$ cat src/rtl/tx_delay_ch_if.sv
// tx_delay_ch_if -- control/status bundle for one transmit-delay channel.
//
// Signals (master = controller side, slave = tx_delay_ch):
//   lut_addr, lut_din, lut_we : focal-zone delay LUT write port
//   zone_sel                  : focal zone, read on the fire edge
//   tx_start                  : single-cycle fire request
//   tx_abort                  : abort current firing
//   ch_en                     : apodization mask, 0 = silent channel
//   half_per, num_cyc         : pulse shape, sampled on the fire edge
//   pulse_p, pulse_n          : registered pulser drives
//   tx_busy, tx_done          : firing in progress / one-cycle completion
//   fsm_state                 : current FSM state encoding, for observation
//
// Handshake: there is no valid/ready pair. tx_start and tx_abort are
// single-cycle strobes sampled on every rising clk edge; tx_start is only
// honoured while the channel is idle (tx_busy=0) and is never queued, and
// tx_abort wins over tx_start when both are high on the same edge.
interface tx_delay_ch_if #(
  parameter int ADDR_WD = 6,
  parameter int DLY_WD  = 12,
  parameter int HALF_WD = 8,
  parameter int CYC_WD  = 4
);
  logic [ADDR_WD-1:0] lut_addr;
  logic [DLY_WD-1:0]  lut_din;
  logic               lut_we;
  logic [ADDR_WD-1:0] zone_sel;
  logic               tx_start;
  logic               tx_abort;
  logic               ch_en;
  logic [HALF_WD-1:0] half_per;
  logic [CYC_WD-1:0]  num_cyc;
  logic               pulse_p;
  logic               pulse_n;
  logic               tx_busy;
  logic               tx_done;
  logic [2:0]         fsm_state;

  modport master (
    output lut_addr, lut_din, lut_we, zone_sel, tx_start, tx_abort,
           ch_en, half_per, num_cyc,
    input  pulse_p, pulse_n, tx_busy, tx_done, fsm_state
  );

  modport slave (
    input  lut_addr, lut_din, lut_we, zone_sel, tx_start, tx_abort,
           ch_en, half_per, num_cyc,
    output pulse_p, pulse_n, tx_busy, tx_done, fsm_state
  );
endinterface

$ cat src/rtl/tx_delay_ch.sv
// tx_delay_ch -- one ultrasound transmit channel: per-focal-zone delay LUT
// followed by a bipolar pulse burst generator.
//
// Ports:
//   clk  : single clock, all logic on its rising edge
//   rst  : synchronous active-high reset (LUT contents are kept)
//   bus  : tx_delay_ch_if.slave (LUT write port, fire control, pulse outputs,
//          busy/done status and FSM state for observation)
//
// Timing with tx_start sampled at edge k, D = LUT[zone], H = half period,
// N = cycle count: busy from k+1, first pulse_p at k+2+D, tx_done at
// k+2+D+2*H*N (edges counted as the value visible at that edge).
module tx_delay_ch #(
  parameter int ADDR_WD = 6,
  parameter int DLY_WD  = 12,
  parameter int HALF_WD = 8,
  parameter int CYC_WD  = 4
) (
  input logic         clk,
  input logic         rst,
  tx_delay_ch_if.slave bus
);

  typedef enum logic [2:0] {
    S_IDLE  = 3'd0,
    S_LOAD  = 3'd1,
    S_DELAY = 3'd2,
    S_POS   = 3'd3,
    S_NEG   = 3'd4,
    S_DONE  = 3'd5
  } state_t;

  state_t             state;
  logic [DLY_WD-1:0]  mem [2**ADDR_WD];
  logic [DLY_WD-1:0]  lut_q;
  logic [DLY_WD-1:0]  dcnt;
  logic [HALF_WD-1:0] h_r;
  logic [HALF_WD-1:0] hcnt;
  logic [CYC_WD-1:0]  n_r;
  logic [CYC_WD-1:0]  ccnt;
  logic               en_r;
  logic               pulse_p;
  logic               pulse_n;
  logic               tx_busy;
  logic               tx_done;

  // Delay LUT. The read is registered from zone_sel every cycle, so the
  // value captured on the fire edge is exactly "zone_sel latched at fire";
  // a write on that same edge is not yet visible (old data is returned).
  // No reset: contents survive rst.
  always_ff @(posedge clk) begin
    if (bus.lut_we) mem[bus.lut_addr] <= bus.lut_din;
    lut_q <= mem[bus.zone_sel];
  end

  // Counters count down to 1 and transition there rather than at 0, so
  // the full range (D = 2^DLY_WD-1, N = 2^CYC_WD-1) never wraps.
  always_ff @(posedge clk) begin
    if (rst) begin
      state   <= S_IDLE;
      pulse_p <= 1'b0;
      pulse_n <= 1'b0;
      tx_busy <= 1'b0;
      tx_done <= 1'b0;
      dcnt    <= '0;
      hcnt    <= '0;
      ccnt    <= '0;
      h_r     <= '0;
      n_r     <= '0;
      en_r    <= 1'b0;
    end else if (state != S_IDLE && bus.tx_abort) begin
      state   <= S_IDLE;
      pulse_p <= 1'b0;
      pulse_n <= 1'b0;
      tx_busy <= 1'b0;
      tx_done <= 1'b0;
    end else begin
      case (state)
        S_IDLE: begin
          pulse_p <= 1'b0;
          pulse_n <= 1'b0;
          tx_done <= 1'b0;
          tx_busy <= 1'b0;
          if (bus.tx_start && !bus.tx_abort) begin
            // half_per=0 behaves as a one-clock half period
            h_r     <= (bus.half_per == '0) ? HALF_WD'(1) : bus.half_per;
            n_r     <= bus.num_cyc;
            en_r    <= bus.ch_en;
            tx_busy <= 1'b1;
            state   <= S_LOAD;
          end
        end
        S_LOAD: begin
          if (lut_q == '0) begin
            if (n_r == '0) begin
              state   <= S_DONE;
              tx_done <= 1'b1;
            end else begin
              state   <= S_POS;
              hcnt    <= h_r;
              ccnt    <= n_r;
              pulse_p <= en_r;
            end
          end else begin
            dcnt  <= lut_q;
            state <= S_DELAY;
          end
        end
        S_DELAY: begin
          if (dcnt == DLY_WD'(1)) begin
            if (n_r == '0) begin
              state   <= S_DONE;
              tx_done <= 1'b1;
            end else begin
              state   <= S_POS;
              hcnt    <= h_r;
              ccnt    <= n_r;
              pulse_p <= en_r;
            end
          end else begin
            dcnt <= dcnt - DLY_WD'(1);
          end
        end
        S_POS: begin
          if (hcnt == HALF_WD'(1)) begin
            state   <= S_NEG;
            hcnt    <= h_r;
            pulse_p <= 1'b0;
            pulse_n <= en_r;
          end else begin
            hcnt <= hcnt - HALF_WD'(1);
          end
        end
        S_NEG: begin
          if (hcnt == HALF_WD'(1)) begin
            pulse_n <= 1'b0;
            if (ccnt == CYC_WD'(1)) begin
              state   <= S_DONE;
              tx_done <= 1'b1;
            end else begin
              state   <= S_POS;
              ccnt    <= ccnt - CYC_WD'(1);
              hcnt    <= h_r;
              pulse_p <= en_r;
            end
          end else begin
            hcnt <= hcnt - HALF_WD'(1);
          end
        end
        S_DONE: begin
          tx_done <= 1'b0;
          tx_busy <= 1'b0;
          state   <= S_IDLE;
        end
        default: begin
          state   <= S_IDLE;
          pulse_p <= 1'b0;
          pulse_n <= 1'b0;
          tx_busy <= 1'b0;
          tx_done <= 1'b0;
        end
      endcase
    end
  end

  assign bus.pulse_p   = pulse_p;
  assign bus.pulse_n   = pulse_n;
  assign bus.tx_busy   = tx_busy;
  assign bus.tx_done   = tx_done;
  assign bus.fsm_state = state;

endmodule

$ cat src/flat_wrapper.sv
// flat-port wrapper written by rule: the top's interface ports become plain ports
module tx_delay_ch_flat 
#(
  parameter int ADDR_WD = 6,
  parameter int DLY_WD  = 12,
  parameter int HALF_WD = 8,
  parameter int CYC_WD  = 4
)
  (clk, rst, bus_lut_addr, bus_lut_din, bus_lut_we, bus_zone_sel, bus_tx_start, bus_tx_abort, bus_ch_en, bus_half_per, bus_num_cyc, bus_pulse_p, bus_pulse_n, bus_tx_busy, bus_tx_done, bus_fsm_state);
  tx_delay_ch_if #(.ADDR_WD(ADDR_WD), .DLY_WD(DLY_WD), .HALF_WD(HALF_WD), .CYC_WD(CYC_WD)) bus_i ();
  input logic clk;
  input logic rst;
  input wire logic [$bits(bus_i.lut_addr)-1:0] bus_lut_addr;
  input wire logic [$bits(bus_i.lut_din)-1:0] bus_lut_din;
  input wire logic [$bits(bus_i.lut_we)-1:0] bus_lut_we;
  input wire logic [$bits(bus_i.zone_sel)-1:0] bus_zone_sel;
  input wire logic [$bits(bus_i.tx_start)-1:0] bus_tx_start;
  input wire logic [$bits(bus_i.tx_abort)-1:0] bus_tx_abort;
  input wire logic [$bits(bus_i.ch_en)-1:0] bus_ch_en;
  input wire logic [$bits(bus_i.half_per)-1:0] bus_half_per;
  input wire logic [$bits(bus_i.num_cyc)-1:0] bus_num_cyc;
  output wire logic [$bits(bus_i.pulse_p)-1:0] bus_pulse_p;
  output wire logic [$bits(bus_i.pulse_n)-1:0] bus_pulse_n;
  output wire logic [$bits(bus_i.tx_busy)-1:0] bus_tx_busy;
  output wire logic [$bits(bus_i.tx_done)-1:0] bus_tx_done;
  output wire logic [$bits(bus_i.fsm_state)-1:0] bus_fsm_state;
  assign bus_i.lut_addr = bus_lut_addr;
  assign bus_i.lut_din = bus_lut_din;
  assign bus_i.lut_we = bus_lut_we;
  assign bus_i.zone_sel = bus_zone_sel;
  assign bus_i.tx_start = bus_tx_start;
  assign bus_i.tx_abort = bus_tx_abort;
  assign bus_i.ch_en = bus_ch_en;
  assign bus_i.half_per = bus_half_per;
  assign bus_i.num_cyc = bus_num_cyc;
  assign bus_pulse_p = bus_i.pulse_p;
  assign bus_pulse_n = bus_i.pulse_n;
  assign bus_tx_busy = bus_i.tx_busy;
  assign bus_tx_done = bus_i.tx_done;
  assign bus_fsm_state = bus_i.fsm_state;
  tx_delay_ch #(.ADDR_WD(ADDR_WD), .DLY_WD(DLY_WD), .HALF_WD(HALF_WD), .CYC_WD(CYC_WD)) u_core (.clk(clk), .rst(rst), .bus(bus_i));
endmodule
$ cat config.mk
export PLATFORM = sky130hd
export DESIGN_NAME = tx_delay_ch_flat
export DESIGN_NICKNAME = d
export VERILOG_FILES = /design/src/rtl/tx_delay_ch_if.sv /design/src/rtl/tx_delay_ch.sv /design/src/flat_wrapper.sv
export SDC_FILE = /design/constraint.sdc
export NUM_CORES = 1
export LEC_CHECK = 0
export ABC_CLOCK_PERIOD_IN_PS = 5200
export CORE_MARGIN = 2
export CORE_UTILIZATION = 44
export DETAILED_ROUTE_END_ITERATION = 8
export GPL_ROUTABILITY_DRIVEN = 0
export PLACE_DENSITY = 0.68
export REMOVE_ABC_BUFFERS = 1
export SLEW_MARGIN = 20
export SYNTH_ARGS = -nofsm -noshare
export SYNTH_HDL_FRONTEND = slang
export SYNTH_SLANG_ARGS = --single-unit
$ cat constraint.sdc
create_clock -name clk -period 5.2 [get_ports clk]
set_input_delay 1.04 -clock clk [delete_from_list [all_inputs] [get_ports clk]]
set_output_delay 1.04 -clock clk [all_outputs]
set_load 0.1 [all_outputs]
* Yosys cells after proc, flatten, opt, wreduce, memory -nomap -nowiden
Memories as Yosys holds them, arrays and structs flattened. A register that Yosys moved wholly into a read port is not among the register bits.
Index checks and enable logic that the tools add are counted.
** Operators by class
- Bitwise operators :: 4
- Multiplexer cells :: 44
- Reductions and logical operators :: 22
- Divide/modulo/power cells :: 0
- Shift-type cells :: 0
- Eq/ne operators :: 18
- Add/sub/neg operators :: 3
- Multipliers :: 0
- Order comparisons :: 0
** Operator list (count)
- two-way mux 8 bit :: 7
- case mux 8 bit (4 select lines) :: 1
- two-way mux 12 bit :: 2
- case mux 12 bit (2 select lines) :: 1
- two-way mux 3 bit :: 7
- two-way mux 4 bit :: 5
- two-way mux 1 bit :: 15
- case mux 3 bit (5 select lines) :: 1
- equality test 12 x 1 -> 1 bit, second input constant :: 1
- logical NOT 12 bit :: 1
- inequality test 2 x 1 -> 1 bit, second input constant :: 6
- case mux 4 bit (3 select lines) :: 1
- AND reduction 6 bit :: 2
- subtractor 12 x 1 -> 12 bit, second input constant :: 1
- AND reduction 5 bit :: 2
- equality test 8 x 1 -> 1 bit, second input constant :: 1
- logical NOT 8 bit :: 1
- AND reduction 4 bit :: 2
- subtractor 8 x 1 -> 8 bit, second input constant :: 1
- equality test 3 x 2 -> 1 bit, second input constant :: 2
- equality test 3 bit, second input constant :: 2
- inequality test 2 bit, second input constant :: 3
- AND reduction 3 bit :: 2
- nonzero test 3 bit :: 2
- 18 further kinds :: 22
** Word-level totals
- Memories kept :: 1
- Input bits :: 42
- Logic and storage cells :: 103
- Bits in read-only memories :: 0
- Register bits :: 44
- Latch bits :: 0
- Output and inout bits :: 7
- RAM bits :: 768
** Memory list
- u_core.mem :: words 64, width 12, read ports 1, clocked after Yosys merged registers in 1, wr ports 1, line tx_delay_ch.sv:34 : logic [DLY_WD-1:0] mem [2**ADDR_WD];

* Longest topological paths before layout
- Depth after elaboration :: 4
- Depth in mapped cells :: 9
- Depth with buffers taken out :: 7

* Worst setup path before layout
No wires, ideal clock.
- Kind :: input to register
- From :: input port bus_lut_addr[3]
- To :: memory u_core.mem[32][0] (enable)
- Data required time :: 4.804 ns
- Setup slack :: 2.176 ns
- Arrival time :: 2.627 ns
- Path buffers :: 1
- Stages :: 4
- Library setup time :: 0.396 ns
- Path through :: clkbuf_1 -> nand3b_1 -> or3_1 -> nor3_1
** RTL lines
- from (decl) :: line flat_wrapper.sv:13 : input wire logic [$bits(bus_i.lut_addr)-1:0] bus_lut_addr;
- to (decl) :: line tx_delay_ch.sv:34
Straight into the memory's write port.

* Worst setup path after layout
- From :: register u_core.state[0], in the netlist u_core.bus.fsm_state[0]
- To :: output port bus_fsm_state[0]
** RTL lines
- from (decl) :: line tx_delay_ch.sv:33 : state_t state;
- from (signal assigned) :: line tx_delay_ch.sv:60 : state <= S_IDLE;
- from (signal assigned) :: line tx_delay_ch.sv:72 : state <= S_IDLE;
- from (signal assigned) :: line tx_delay_ch.sv:90 : state <= S_LOAD;
- to (decl) :: line flat_wrapper.sv:26 : output wire logic [$bits(bus_i.fsm_state)-1:0] bus_fsm_state;
No word-level cell between the ends.

==> impl_metrics.toml <==
[clock_tree]
cts_tree = "yes"
ctsHoldBuffers = 0
cts_root_buffer = "clkbuf_16"
clk_latency_ps = 650
cts_setup_buffers = 0
cts_max_path_buffers = 3
numCtsBuffers = 85
cts_sinks = 824
ctsResizeCount = 0
h-tree-depth = 3
clkTransAtPathRegs_ps = 60

[yosys]
yosys-top-cells-area = "edfxtp_1 72%, mux4_2 13%, dfxtp_1 3.5%"
ys_ff_latch = 824
ys.warnings.count = 0
yosysTopAreaCell = "edfxtp_1"
synth-seq-area-share_pct = 75.2
syn_avg_cell_area_sq_um = 19.0
synth.distinct_cells = 65
synth-edff-count = 768
ys.flop_type = "edfxtp_1"
ys_async_sr_fraction_pct = 0
synthCells = 1691
synth_top_area_share_pct = 71.7
synth_area_sq_um = 32200

[route]
vias_per_cell = 6.04
wirelength_um = 76000
drtAntennaViolNets = 0
wl_per_cell_um = 26.5
drt_iter0_drc = 2252
drc = 0
vias = 17287
dr.pass1.iters = 5

[sta]
grt_setup_unrepaired = "false"
setup-tns-final_ps = 0
setup_viol = 0
relSlewSlack_pct = 33.1
drv_slew = 0
fin_worst_skew_ps = 49.5
fin_crit_ps = 3690
min_period_over_period_pct = 71.0
max_freq_mhz = 271
tightest_slew_ps = 995
finalHoldViolCount = 0

[setup_path]
path_class = "reg2out"
cp_slowest_cell = "clkdlybuf4s50_1"
cp_cell_sequence = "clkdlybuf4s50_1"
critPathLaunchType = "flop"
crit_arrival_ps = 2650
path_delay_family = "buffers and inverters"
critPathRequiredTime_ps = 4160
worst_setup_path_end_kind = "output port"
worstPathMaxFanout = 21
max_stage_delay_ps = 1260
worst-path-buf-inv = 1

[pwr]
power_frac_comb_pct = 8.8
p_leak_nw = 11.7
ir_drop_mv = 0.344
p_int_mw = 11.6
swShare_pct = 23.5
p_clk_share_pct = 42.1
pwr-share-seq_pct = 49.1
p_total_mw = 15.2
p_sw_mw = 3.57
p_per_area_nw_per_um2 = 408

[finish]
drive_above_1_share_pct = 23.7
area_growth_pct = 15.8
fin_util_pct = 51.2
instances_no_fill = 2863
num_antenna_cells = 0
design_area_sq_um = 37200
layout.nets = 1881

[placed_design]
io_buffers = 48
hpwl_um = 46400
dp_cells = 2704
placed_area_sq_um = 34200

[floorplanning]
die_h_um = 274
die_width_um = 274
num_rows = 99
dieArea_sq_um = 75300
initial_core_util_pct = 44.2
pin_count = 49
core_sq_um = 72700

[grt]
grt_pass1_wl_um = 113000
overflow = 0
gr-usage-all-layers_pct = 20.4
grt_max_degree = 65
antenna_found_initial = 0
grt_pass1_vias = 17172

[hold_path]
hp-class = "reg2reg"

[outcome]
outcome = "finished, final reports clean"

[flow_run]
drv_cap = 0
## Yosys cell counts (5+ instances only)
cell and count:
nor2_1 102, mux2_2 7, nand3_1 16, o31ai_1 8, mux2i_1 17, clkbuf_1 56, o311ai_0 6, nor2b_1 26
dfxtp_1 56, edfxtp_1 768, inv_1 9, ha_1 6, nand2b_1 12, or3_1 7, nor3_1 26, o41ai_1 7
a2111oi_0 9, nand3b_1 6, nor3b_1 11, buf_2 21, nor4_1 23, o41a_1 5, buf_1 13, a211oi_1 10
o22ai_1 64, o211ai_1 6, nand2_1 76, o32ai_1 5, a21oi_1 45, o21ai_0 25, mux4_2 184
## power by group through the flow
stage	sequential (mW)	combinational (mW)	clock, mW
2_1_floorplan	7.65	0.689	0
3_3_place_gp	7.59	1.28	0
3_5_place_dp	7.60	1.31	0
4_1_cts	7.46	1.32	6.51
5_1_grt	7.48	1.44	6.77
6_report	7.47	1.33	6.41
## through the flow
step / setup slack, ps / hold slack, ps
after CTS: 1500 / 473
final: 1510 / 468
after floorplan: 2270 / 430
after global placement: 1370 / 445
after detailed placement: 1300 / 457
after global routing: 1410 / 502
## worst reg2reg max path, delay by kind of cell, from the launching register on
family | cells | cell delay (ps)
AND/OR/NAND/NOR | 2 | 1000
AO/OA/AOI/OAI | 2 | 840
flip-flops | 1 | 760
multiplexers | 1 | 250
## per-layer routing
layer	part of all wire (%)	GRT usage (%)	vias to the layer above
li1	-	-	7296
met4	2.9	7.12	0
met5	0	0	-
met2	48	32.6	841
met1	41	28.3	9014
met3	8.1	4.00	136
## registers in the layout, summed over array words and instances (netlist names)
signal / cells
u_core.n_r: 4
u_core.hcnt: 8
u_core.h_r: 8
u_core.bus.tx_done: 1
u_core.ccnt: 4
u_core.lut_q: 12
u_core.mem: 768
u_core.bus.pulse_p: 1
u_core.bus.pulse_n: 1
u_core.en_r: 1
u_core.bus.tx_busy: 1
u_core.dcnt: 12
u_core.bus.fsm_state: 3
## path summary, 6_finish.rpt
check	from	endpoint	slack, ps	depth (start not counted)
max	u_core.bus.fsm_state[0]	bus_fsm_state[0]	1510	1
min	u_core.h_r[2]	u_core.h_r[2]	470	2
max reg2reg	u_core.bus.fsm_state[0]	u_core.bus.pulse_p	2290	5
min reg2reg	u_core.h_r[2]	u_core.h_r[2]	470	2
## area by class of cell
class	instances	area, sq um
Sequential cell	824	24200
Tap cell	959	1200
Multi-Input combinational cell	767	7610
Clock buffer	102	2210
Inverter	9	33.8
Clock inverter	56	774
Fill cell	5665	35500
Timing Repair Buffer	146	1230
## cell usage in the layout (no fill, tap or decap), types with 11 or more instances in the layout
| cell | instances |
|---|---|
| clkinv_2 | 11 |
| nor3b_1 | 11 |
| edfxtp_1 | 768 |
| bufinv_16 | 15 |
| a21oi_1 | 45 |
| nor2b_1 | 26 |
| nand2_1 | 76 |
| nor4_1 | 23 |
| clkdlybuf4s50_1 | 33 |
| nor3_1 | 24 |
| clkinv_1 | 12 |
| clkbuf_1 | 16 |
| dfxtp_1 | 56 |
| nand2b_1 | 12 |
| nand3_1 | 16 |
| buf_2 | 12 |
| clkbuf_16 | 86 |
| buf_4 | 94 |
| mux2i_1 | 17 |
| nor2_1 | 98 |
| mux4_2 | 184 |
| o21ai_0 | 25 |
| o22ai_1 | 64 |
## cell families after synthesis
| kind of cell | count (synthesis) | share of synthesized area [%] |
|---|---|---|
| DFF | 824 | 75.2 |
| and+or+nand+nor | 330 | 5.03 |
| AOI/OAI and AO/OA | 221 | 4.61 |
| muxes | 208 | 13.7 |
| buffers and inverters | 100 | 1.25 |
| adders and majority gates | 6 | 0.233 |
| xor gates and xnor gates | 2 | 0.0545 |
(Power assumes the default switching activity.)
